**config.mk**
```make
export PLATFORM = sky130hd
export DESIGN_NAME = hugodg_clock_divider
export DESIGN_NICKNAME = d
export VERILOG_FILES = /design/src/rtl/hugodg_clkdiv_pkg.sv /design/src/rtl/div_counter.sv /design/src/rtl/hugodg_clock_divider.sv
export SDC_FILE = /design/constraint.sdc
export NUM_CORES = 1
export LEC_CHECK = 0
export BUFFER_PORTS_ARGS = -buffer_cell sky130_fd_sc_hd__buf_2
export CORE_MARGIN = 10
export CORE_UTILIZATION = 51
export DETAILED_ROUTE_END_ITERATION = 16
export PLACE_DENSITY = 0.89
export SLEW_MARGIN = 20
export SYNTH_ARGS = -nofsm -noshare
export SYNTH_HDL_FRONTEND = slang
export SYNTH_SLANG_ARGS = --single-unit
```
**constraint.sdc**
```tcl
create_clock -name clk -period 3.3 [get_ports clk]
set_clock_uncertainty 0.15 [all_clocks]
set_input_delay 0.66 -clock clk [delete_from_list [all_inputs] [get_ports clk]]
set_output_delay 0.66 -clock clk [all_outputs]
set_load 0.05 [all_outputs]
```
**src/rtl/hugodg_clkdiv_pkg.sv**
```systemverilog
// Shared constants and the ratio clamp used by the programmable clock divider.
package hugodg_clkdiv_pkg;

    localparam int CNT_W   = 8;
    localparam int MIN_DIV = 2;

    // Ratios below MIN_DIV cannot form a high and a low phase, so clamp them up.
    function automatic logic [CNT_W-1:0] eff(input logic [CNT_W-1:0] x);
        return (x < CNT_W'(MIN_DIV)) ? CNT_W'(MIN_DIV) : x;
    endfunction

endpackage

```
**src/rtl/div_counter.sv**
```systemverilog
// Programmable divide-by-N counter with a registered, near-50% divided clock output.
module div_counter
    import hugodg_clkdiv_pkg::*;
(
    input  logic             clk,
    input  logic             rst,
    input  logic             en,
    input  logic [CNT_W-1:0] ratio,
    output logic [CNT_W-1:0] cnt,
    output logic             div_q
);

    logic [CNT_W-1:0] n_q;
    logic             wrap;

    assign wrap = (cnt == n_q - CNT_W'(1));

    // A new ratio is taken only at the wrap, so a running period always completes.
    always_ff @(posedge clk) begin
        if (rst) begin
            cnt   <= '0;
            n_q   <= eff(ratio);
            div_q <= 1'b0;
        end else if (en) begin
            cnt   <= wrap ? '0 : cnt + CNT_W'(1);
            n_q   <= wrap ? eff(ratio) : n_q;
            div_q <= (cnt < (n_q >> 1));
        end
    end

endmodule

```
**src/rtl/hugodg_clock_divider.sv**
```systemverilog
// TinyTapeout tile: programmable clock divider on uo_out[0], fixed power-of-two taps on uo_out[7:1].
module hugodg_clock_divider
    import hugodg_clkdiv_pkg::*;
(
    input  logic       clk,
    input  logic       rst,
    input  logic       ena,
    input  logic [7:0] ui_in,
    input  logic [7:0] uio_in,
    output logic [7:0] uo_out,
    output logic [7:0] uio_out,
    output logic [7:0] uio_oe
);

    logic [CNT_W-1:0] pc;
    logic [CNT_W-1:0] cnt;
    logic             div_q;
    logic             unused_bits;

    div_counter u_div_counter (
        .clk   (clk),
        .rst   (rst),
        .en    (ena),
        .ratio (ui_in),
        .cnt   (cnt),
        .div_q (div_q)
    );

    always_ff @(posedge clk) begin
        if (rst) begin
            pc <= '0;
        end else if (ena) begin
            pc <= pc + CNT_W'(1);
        end
    end

    assign uo_out  = {pc[6:0], div_q};
    assign uio_out = cnt;
    assign uio_oe  = 8'hFF;

    // uio pins are output-only and the top prescaler bit has no tap.
    assign unused_bits = ^{uio_in, pc[7]};

endmodule

```
---- Word-level counts from Yosys, hierarchy flattened ----
Cells that the tools add are included.
storage, ports and cells
  register bits after elaboration ......... 25
  input bits .............................. 19
  logic and storage cells ................. 18
operators by class
  add/sub/neg operators ................... 3
  $lt $le $gt $ge ......................... 2
  eq/ne operators ......................... 1
  muxes and demuxes ....................... 5
  reductions and logical operators ........ 3
operators with widths
  kind                   count
  $mux W8                5
  $add A8 B1 Y8 const B  2
  $eq A8 B8 Y1           1
  $lt A8 B2 Y1 const B   1
  $lt A8 B7 Y1           1
  $sub A8 B1 Y8 const B  1
  $reduce_bool A2 Y1     2
  $reduce_and A2 Y1      1

---- Logic depth before layout (Yosys ltp) ----
Gate-level depths: netlist of run 1.
  depth in word-level cells ............... 5
  gate-level depth with buffers ........... 8

---- Modules after synthesis ----
A second synthesis of run 1 with hierarchy kept.
second synthesis, totals
  cells, all modules ...................... 167
  area total of the unflattened synthesis .. 1,525.2 µm²
modules (own cells, without submodules)
  module                times used  cells each  area an instance (µm²)  seq. area each (µm²)
  div_counter           1           126         1,161.1                 420.4
  hugodg_clock_divider  1           41          364.1                   140.1

---- Least setup slack after synthesis of run 1 ----
OpenSTA, ideal clock, no wires.
  path type ............................... reg-to-reg
  from .................................... reg u_div_counter.cnt[5]
  to ...................................... reg u_div_counter.n_q[0] (enable)
  arrival time ............................ 2.095 ns
  required time ........................... 2.831 ns
  slack ................................... 0.735 ns
  cell stages (with the launch flop) ...... 6
  path through ............................ dfxtp_1 or3b_2 nor4_1 nor3b_1 a211oi_1 a21o_2
between the ends
  cells in the longest elaborated chain, start to end .. 3
ends and longest elaborated chain
  item                                 RTL line           text
  start, declared                      div_counter.sv:9   output logic [CNT_W-1:0] cnt,
  start signal, assigned               div_counter.sv:25  cnt <= wrap ? '0 : cnt + CNT_W'(1);
  $eq A8 B8 Y1                         div_counter.sv:16  assign wrap = (cnt == n_q - CNT_W'(1));
  $reduce_bool A2 Y1 (no source line)  --
  $reduce_and A2 Y1 (no source line)   --
  end signal, assigned                 div_counter.sv:22  n_q <= eff(ratio);
  end signal, assigned                 div_counter.sv:26  n_q <= wrap ? eff(ratio) : n_q;
  end, declared                        div_counter.sv:13  logic [CNT_W-1:0] n_q;
No other way between the ends.
A chain may end at the register's enable or synchronous reset.

---- Final worst setup path of run 1 ----
  from .................................... reg u_div_counter.n_q[0]
  to ...................................... reg u_div_counter.n_q[7] (enable)
between the ends
  cells in the longest elaborated chain, start to end .. 4
ends and longest elaborated chain
  item                                 RTL line
  $sub A8 B1 Y8                        div_counter.sv:16
  $eq A8 B8 Y1                         div_counter.sv:16
  $reduce_bool A2 Y1 (no source line)  --
  $reduce_and A2 Y1 (no source line)   --
No other way between the ends.

==> out/results.txt, run 1 <==
Status - finished, final reports clean
Die Area - 5330 µm²
Gpl congestion - 0.810
Cts-stage hold buffer count - 0
Total negative setup slack - 0 ns
WL final - 2870 µm
Cell accounting for the most synthesized area - dfxtp_1
CTS buffer count - 3
Reg2Reg Launch Point - u_div_counter.n_q[0]$_SDFFCE_PN0P_
Synth area leaders - dfxtp_1, edfxtp_1, ha_1
Netlist cell types - 39
Crit-path slowest cell - edfxtp_1
DR iter-0 viols - 31
Synth warnings - 0
FMAX - 358 MHz
Worst Reg2Reg Path Length in Cells - 7
Leakage - 0.685 nW
Boundary Pins - 43
Crit Path Max Fanout - 13
Initial Utilization - 52.9%
FF+latch count, synth - 24
Crit path capture type - flop
Hold path cells - 2
Syn-to-layout area delta - 9.61%
Share of power burned in combinational logic - 16.2%
Clock Power Share - 29.5%
CTS H-tree lvls - 1
Global-route wire length before repair - 4820 µm
Max cap viols - 0
Via density - 5.38
Placed Area - 1520 µm²
Clock Path Buffers - 2
DPL Wire Length - 2240 µm
Endpoints failing hold - 0
Sink Count - 24
Gate count of the mapped netlist - 159
Pwr dens - 389 nW/µm²
Post-CTS sizing - 0
Hold endpoint - u_div_counter.div_q$_SDFFE_PP0P_
Port Buffers - 26
# nets final - 206
Worst Setup Start Kind - flop
Sw Ratio - 28.1%
Setup Buffers After CTS - 0
Yosys top cell area share - 22.4%
Setup violators final - 0
Min-delay src - u_div_counter.div_q$_SDFFE_PP0P_
Rows - 19
CP cell instances - inv_1 > ha_1 > or3b_1 > nor4_1 > o2111ai_1 > a211oi_1 > a21o_2
RSZ-0062 raised after global routing - false
Initial antenna violation count - 0
Sequential area share after synthesis - 39.1%
Gr ovfl total - 0
Drt drc - 0
TritonRoute pass-1 iters - 4
Worst vdd ir - 0.354 mV
Die Y - 73 µm
Most common cell after layout, fill and taps aside - buf_2
Fin crit share - 84.7%
WP data required - 3.16 ns
ANT cells - 0
Crit path arrival time - 2.66 ns
Cell count after placement - 204
FF-to-FF End - u_div_counter.n_q[7]$_SDFFCE_PN0P_
Share of cells above drive strength 1 - 20.3%
Tot GR Track Use - 10.9%
Hold crit path type - flop to flop
WS Path Type - flop to flop
Clock-pin slew on the worst setup and hold paths - 0.13 ns
Core Util, Final - 57.9%
TritonCTS clock tree - yes
Die Wd - 73 µm
Max Transition Viols Final - 0
Post-Layout Cell Count - 208
Clock Latency Late Sink - 0.31 ns
Flop pwr share - 54.3%
Avg Cell Area, Syn - 9.01 µm²
Switching power - 0.172 mW
Synthesized area - 1430 µm²
R2R Setup Slk - 0.50 ns
Max incr delay on CP - 0.46 ns
Final min period - 2.80 ns
Antenna viol nets, final - 0
Vias - 1,118
Final Cell Area - 1570 µm²
Root buf cell - clkbuf_4
Core region area - 2710 µm²
Most frequent cells in the layout - buf_2, dfxtp_1, nor2_1
Number of global-route vias before repair - 1,103
WL/cell - 13.8 µm
Pin count of the biggest net entering global routing - 19
Internal power - 0.439 mW
==> power by group through the flow <==
stage / sequential, mW / clock, mW / combinational [mW]
6_report: 0.332 / 0.180 / 0.0991
5_1_grt: 0.334 / 0.196 / 0.109
4_1_cts: 0.332 / 0.184 / 0.0993
3_5_place_dp: 0.338 / 0 / 0.0988
3_3_place_gp: 0.338 / 0 / 0.0966
2_1_floorplan: 0.350 / 0 / 0.0754
==> flip-flops by register name (all words and copies together) (netlist names) <==
| signal | cells |
|---|---|
| u_div_counter.cnt | 8 |
| u_div_counter.n_q | 8 |
| u_div_counter.div_q | 1 |
| pc | 7 |
==> how the worst max path moves through the flow <==
stage / start / endpoint / slack (ns) / depth (start not counted)
after floorplan: u_div_counter.cnt[5]$_SDFFE_PP0P_ / u_div_counter.n_q[0]$_SDFFCE_PN0P_ / 0.74 / 5
after global placement: u_div_counter.n_q[0]$_SDFFCE_PN0P_ / u_div_counter.n_q[1]$_SDFFCE_PN1P_ / 0.57 / 7
after detailed placement: u_div_counter.n_q[0]$_SDFFCE_PN0P_ / u_div_counter.n_q[4]$_SDFFCE_PN0P_ / 0.51 / 7
after CTS: u_div_counter.n_q[1]$_SDFFCE_PN1P_ / u_div_counter.n_q[4]$_SDFFCE_PN0P_ / 0.49 / 7
after global routing: u_div_counter.n_q[0]$_SDFFCE_PN0P_ / u_div_counter.n_q[5]$_SDFFCE_PN0P_ / 0.33 / 7
final: u_div_counter.n_q[0]$_SDFFCE_PN0P_ / u_div_counter.n_q[7]$_SDFFCE_PN0P_ / 0.50 / 7
==> synth_stat cells, drive strengths merged <==
library cell	number
dfxtp	16
nor2	14
inv	12
clkbuf	10
xor2	10
buf	9
ha	9
nand2	9
edfxtp	8
xnor2	7
a21oi	6
nand4	4
nor4	4
o21ai	4
nand2b	3
nand3	3
o211ai	3
or3b	3
a31oi	2
nand3b	2
nor3	2
o21a	2
or3	2
a2111oi	1
a211oi	1
a21boi	1
a21o	1
and3	1
and4b	1
conb	1
mux2i	1
nor2b	1
nor3b	1
o2111ai	1
o31a	1
o32ai	1
or4	1
or4b	1
==> critical path, delay by kind of cell, from the launching register on <==
kind                     cells  cell delay, ns
AO/OA/AOI/OAI                3            0.92
buffers and inverters        1            0.09
flip-flops                   1            0.46
adder cells (fa/ha/maj)      1            0.21
AND/OR/NAND/NOR              2            0.67
==> stage by stage <==
stage | hold slack (ns) | total power, mW | worst slack, ns
2_1_floorplan | 0.303 | 0.425 | 0.735
3_3_place_gp | 0.316 | 0.434 | 0.568
3_5_place_dp | 0.334 | 0.437 | 0.511
4_1_cts | 0.353 | 0.615 | 0.490
5_1_grt | 0.360 | 0.639 | 0.330
6_report | 0.349 | 0.611 | 0.504
==> layout make-up <==
type | instances | area, µm²
Clock buffer | 4 | 47.5
Fill cell | 251 | 1140
Inverter | 12 | 45.0
Multi-Input combinational cell | 111 | 748
Tap cell | 31 | 38.8
Timing Repair Buffer | 26 | 130
Sequential cell | 24 | 561
==> cell families (layout without fill, tap and decap cells) <==
group / Yosys count / count (layout) / synth area share [%]
AO/OA/AOI/OAI: 24 / 24 / 11.2
XOR/XNOR: 17 / 17 / 10.4
adder cells (fa/ha/maj): 9 / 9 / 7.86
buffers and inverters: 31 / 42 / 10.5
flip-flops: 24 / 24 / 39.1
multiplexers: 1 / 1 / 0.699
other: 1 / 8 / 0.262
AND/OR/NAND/NOR: 52 / 52 / 20.0
==> metal layers <==
| metal | routed length (µm) | global-route usage, % |
|---|---|---|
| met1 | 1320 | 12.8 |
| met2 | 1390 | 18.9 |
| met3 | 113 | 2.18 |
| met4 | 42 | 4.22 |
| met5 | 0 | 0 |
Power figures use the tool's default switching activity.
==> inputs of run 2 (changes only) <==
clock period = 2.9 ns   (was 3.3 ns; I/O delays follow)
==> out/results.txt, run 2 (synthesis results as in run 1) <==
DPL Wire Length - 2230 µm (-0.67%)
Antenna viol nets, final - 0 (unchanged)
CP cell instances - inv_1 > ha_1 > or3b_1 > nor4_1 > o2111ai_1 > a211oi_2 > a21o_1
Setup violators final - 0 (unchanged)
WL final - 3080 µm (+7.3%)
CTS H-tree lvls - 1 (unchanged)
CP bufs+invs - 1 (unchanged)
Area of the multi-input gates - 761 µm² (+1.7%)
Core Util, Final - 58.3% (+0.32 points)
Min-delay src - ui_in[4]
Endpoints failing hold - 0 (unchanged)
WS Path Type - flop to flop
Core region area - 2710 µm² (unchanged)
Die Wd - 73 µm (unchanged)
TritonCTS clock tree - yes
Leakage - 0.692 nW (+1.1%)
FF-to-FF End - u_div_counter.n_q[1]$_SDFFCE_PN1P_
Boundary Pins - 43 (unchanged)
Final Cell Area - 1580 µm² (+0.56%)
Clock Path Buffers - 2 (unchanged)
FMAX - 364 MHz (+1.9%)
Drt drc - 0 (unchanged)
Die Y - 73 µm (unchanged)
ANT cells - 0 (unchanged)
TritonRoute pass-1 iters - 4 (unchanged)
Final min period - 2.74 ns (-0.0512 ns)
CTS buffer count - 3 (unchanged)
CP delay by family, top - compound AO/OA/AOI/OAI gates
Sink Count - 24 (unchanged)
Placed Area - 1520 µm² (unchanged)
Pin count of the biggest net entering global routing - 19 (unchanged)
Crit path capture type - flop
Biggest regs - u_div_counter.cnt x8, u_div_counter.n_q x8, pc x7
Gpl congestion - 0.810 (about the same)
Cts-stage hold buffer count - 0 (unchanged)
Pwr dens - 428 nW/µm² (+10%)
Hold crit path type - primary input to flop
Worst Setup Start Kind - flop
Initial Utilization - 52.9% (unchanged)
Fin crit share - 94.7% (+9.9 points)
Hold endpoint - u_div_counter.n_q[4]$_SDFFCE_PN0P_
Worst hold margin - 0.297 ns (-0.0522 ns)
WL/cell - 14.6 µm (+6.3%)
Number of global-route vias before repair - 1,080 (-2.1%)
Crit Path Max Fanout - 6 (-7)
Root buf cell - clkbuf_4
Max Transition Viols Final - 0 (unchanged)
Worst Reg2Reg Path Length in Cells - 7 (unchanged)
Initial antenna violation count - 0 (unchanged)
Max cap viols - 0 (unchanged)
Rows - 19 (unchanged)
Max incr delay on CP - 0.48 ns (+0.02 ns)
Crit-path slowest cell - edfxtp_1
Fill cells - 252 (+0.40%)
R2R Setup Slk - 0.16 ns (-0.35 ns)
Hold path cells - 1 (-1)
Reg2Reg Launch Point - u_div_counter.n_q[0]$_SDFFCE_PN0P_
RSZ-0062 raised after global routing - false
Crit path arrival time - 2.61 ns (-0.05 ns)
Syn-to-layout area delta - 10.2%
Total Power - 0.677 mW (+11%)
Gr ovfl total - 0 (unchanged)
Tot GR Track Use - 11.1% (+0.21 points)
Most frequent cells in the layout - buf_2, dfxtp_1, nor2_1
Worst vdd ir - 0.400 mV (+13%)
DR iter-0 viols - 49 (+58%)
WP data required - 2.77 ns (-0.39 ns)
Share of cells above drive strength 1 - 21.2% (+0.89 points)
Port Buffers - 26 (unchanged)
Vias - 1,163 (+4.0%)
# nets final - 208 (+0.97%)
Clock Latency Late Sink - 0.32 ns (about the same)
Die Area - 5330 µm² (unchanged)
Most common cell after layout, fill and taps aside - buf_2
Status - finished, final reports clean
Global-route wire length before repair - 4870 µm (+1.0%)
Total negative setup slack - 0 ns (unchanged)
Via density - 5.54 (+3.0%)
Clock-pin slew on the worst setup and hold paths - 0.13 ns (about the same)
Seq. cell area - 561 µm² (unchanged)
==> run 2: cell count changes in the layout (fill, tap and decap cells not counted), sizes merged <==
cell,previous run,this run
buf,26,27
a21o,1,2
==> run 2: worst register-to-register path, cell delays in order (launching register included) <==
cell and delay [ns]:
edfxtp_1 0.48, inv_1 0.09, ha_1 0.21, or3b_1 0.41, nor4_1 0.28, o2111ai_1 0.18
a211oi_2 0.35, a21o_1 0.30
==> run 2: area by class of cell <==
class	instances	share of cell area (%)
Timing Repair Buffer	27	8.72
Multi-Input combinational cell	112	48.2
Sequential cell	24	35.5
Inverter	12	2.85
Clock buffer	4	2.30
Tap cell	31	2.46
==> run 2: how the worst max path moves through the flow <==
stage                                       start                            endpoint  slack (ns)  cells past startpoint
6_report       u_div_counter.n_q[0]$_SDFFCE_PN0P_  u_div_counter.n_q[1]$_SDFFCE_PN1P_        0.16                      7
5_1_grt        u_div_counter.n_q[0]$_SDFFCE_PN0P_  u_div_counter.n_q[1]$_SDFFCE_PN1P_        0.09                      7
2_1_floorplan   u_div_counter.cnt[5]$_SDFFE_PP0P_  u_div_counter.n_q[0]$_SDFFCE_PN0P_        0.34                      5
3_3_place_gp   u_div_counter.n_q[0]$_SDFFCE_PN0P_  u_div_counter.n_q[1]$_SDFFCE_PN1P_        0.18                      7
3_5_place_dp   u_div_counter.n_q[0]$_SDFFCE_PN0P_  u_div_counter.n_q[4]$_SDFFCE_PN0P_        0.08                      7
4_1_cts        u_div_counter.n_q[0]$_SDFFCE_PN0P_  u_div_counter.n_q[4]$_SDFFCE_PN0P_        0.06                      7
==> run 2: repair_timing <==
item	in CTS	in global routing
gates resized for setup	0	1
setup endpoints to repair	0	8
buffers inserted	0	1
==> run 2: per-stage QoR <==
step	setup slack [ns]	instances
global placement	0.180	204
CTS	0.0580	208
floorplan	0.335	166
detailed placement	0.0807	204
finish	0.155	210
global route	0.0937	210
==> run 2: where the power goes <==
group | switching, mW | internal [mW]
clock network | 0.105 | 0.0768
logic | 0.0822 | 0.0348
registers | 0.0169 | 0.361
==> run 2: per-layer routing <==
| layer | routed length [µm] | GRT usage, % | up-vias |
|---|---|---|---|
| met1 | 1430 | 13.6 | 552 |
| met5 | 0 | 0 | - |
| li1 | - | - | 576 |
| met2 | 1460 | 18.1 | 30 |
| met3 | 136 | 2.31 | 5 |
| met4 | 55 | 5.06 | 0 |
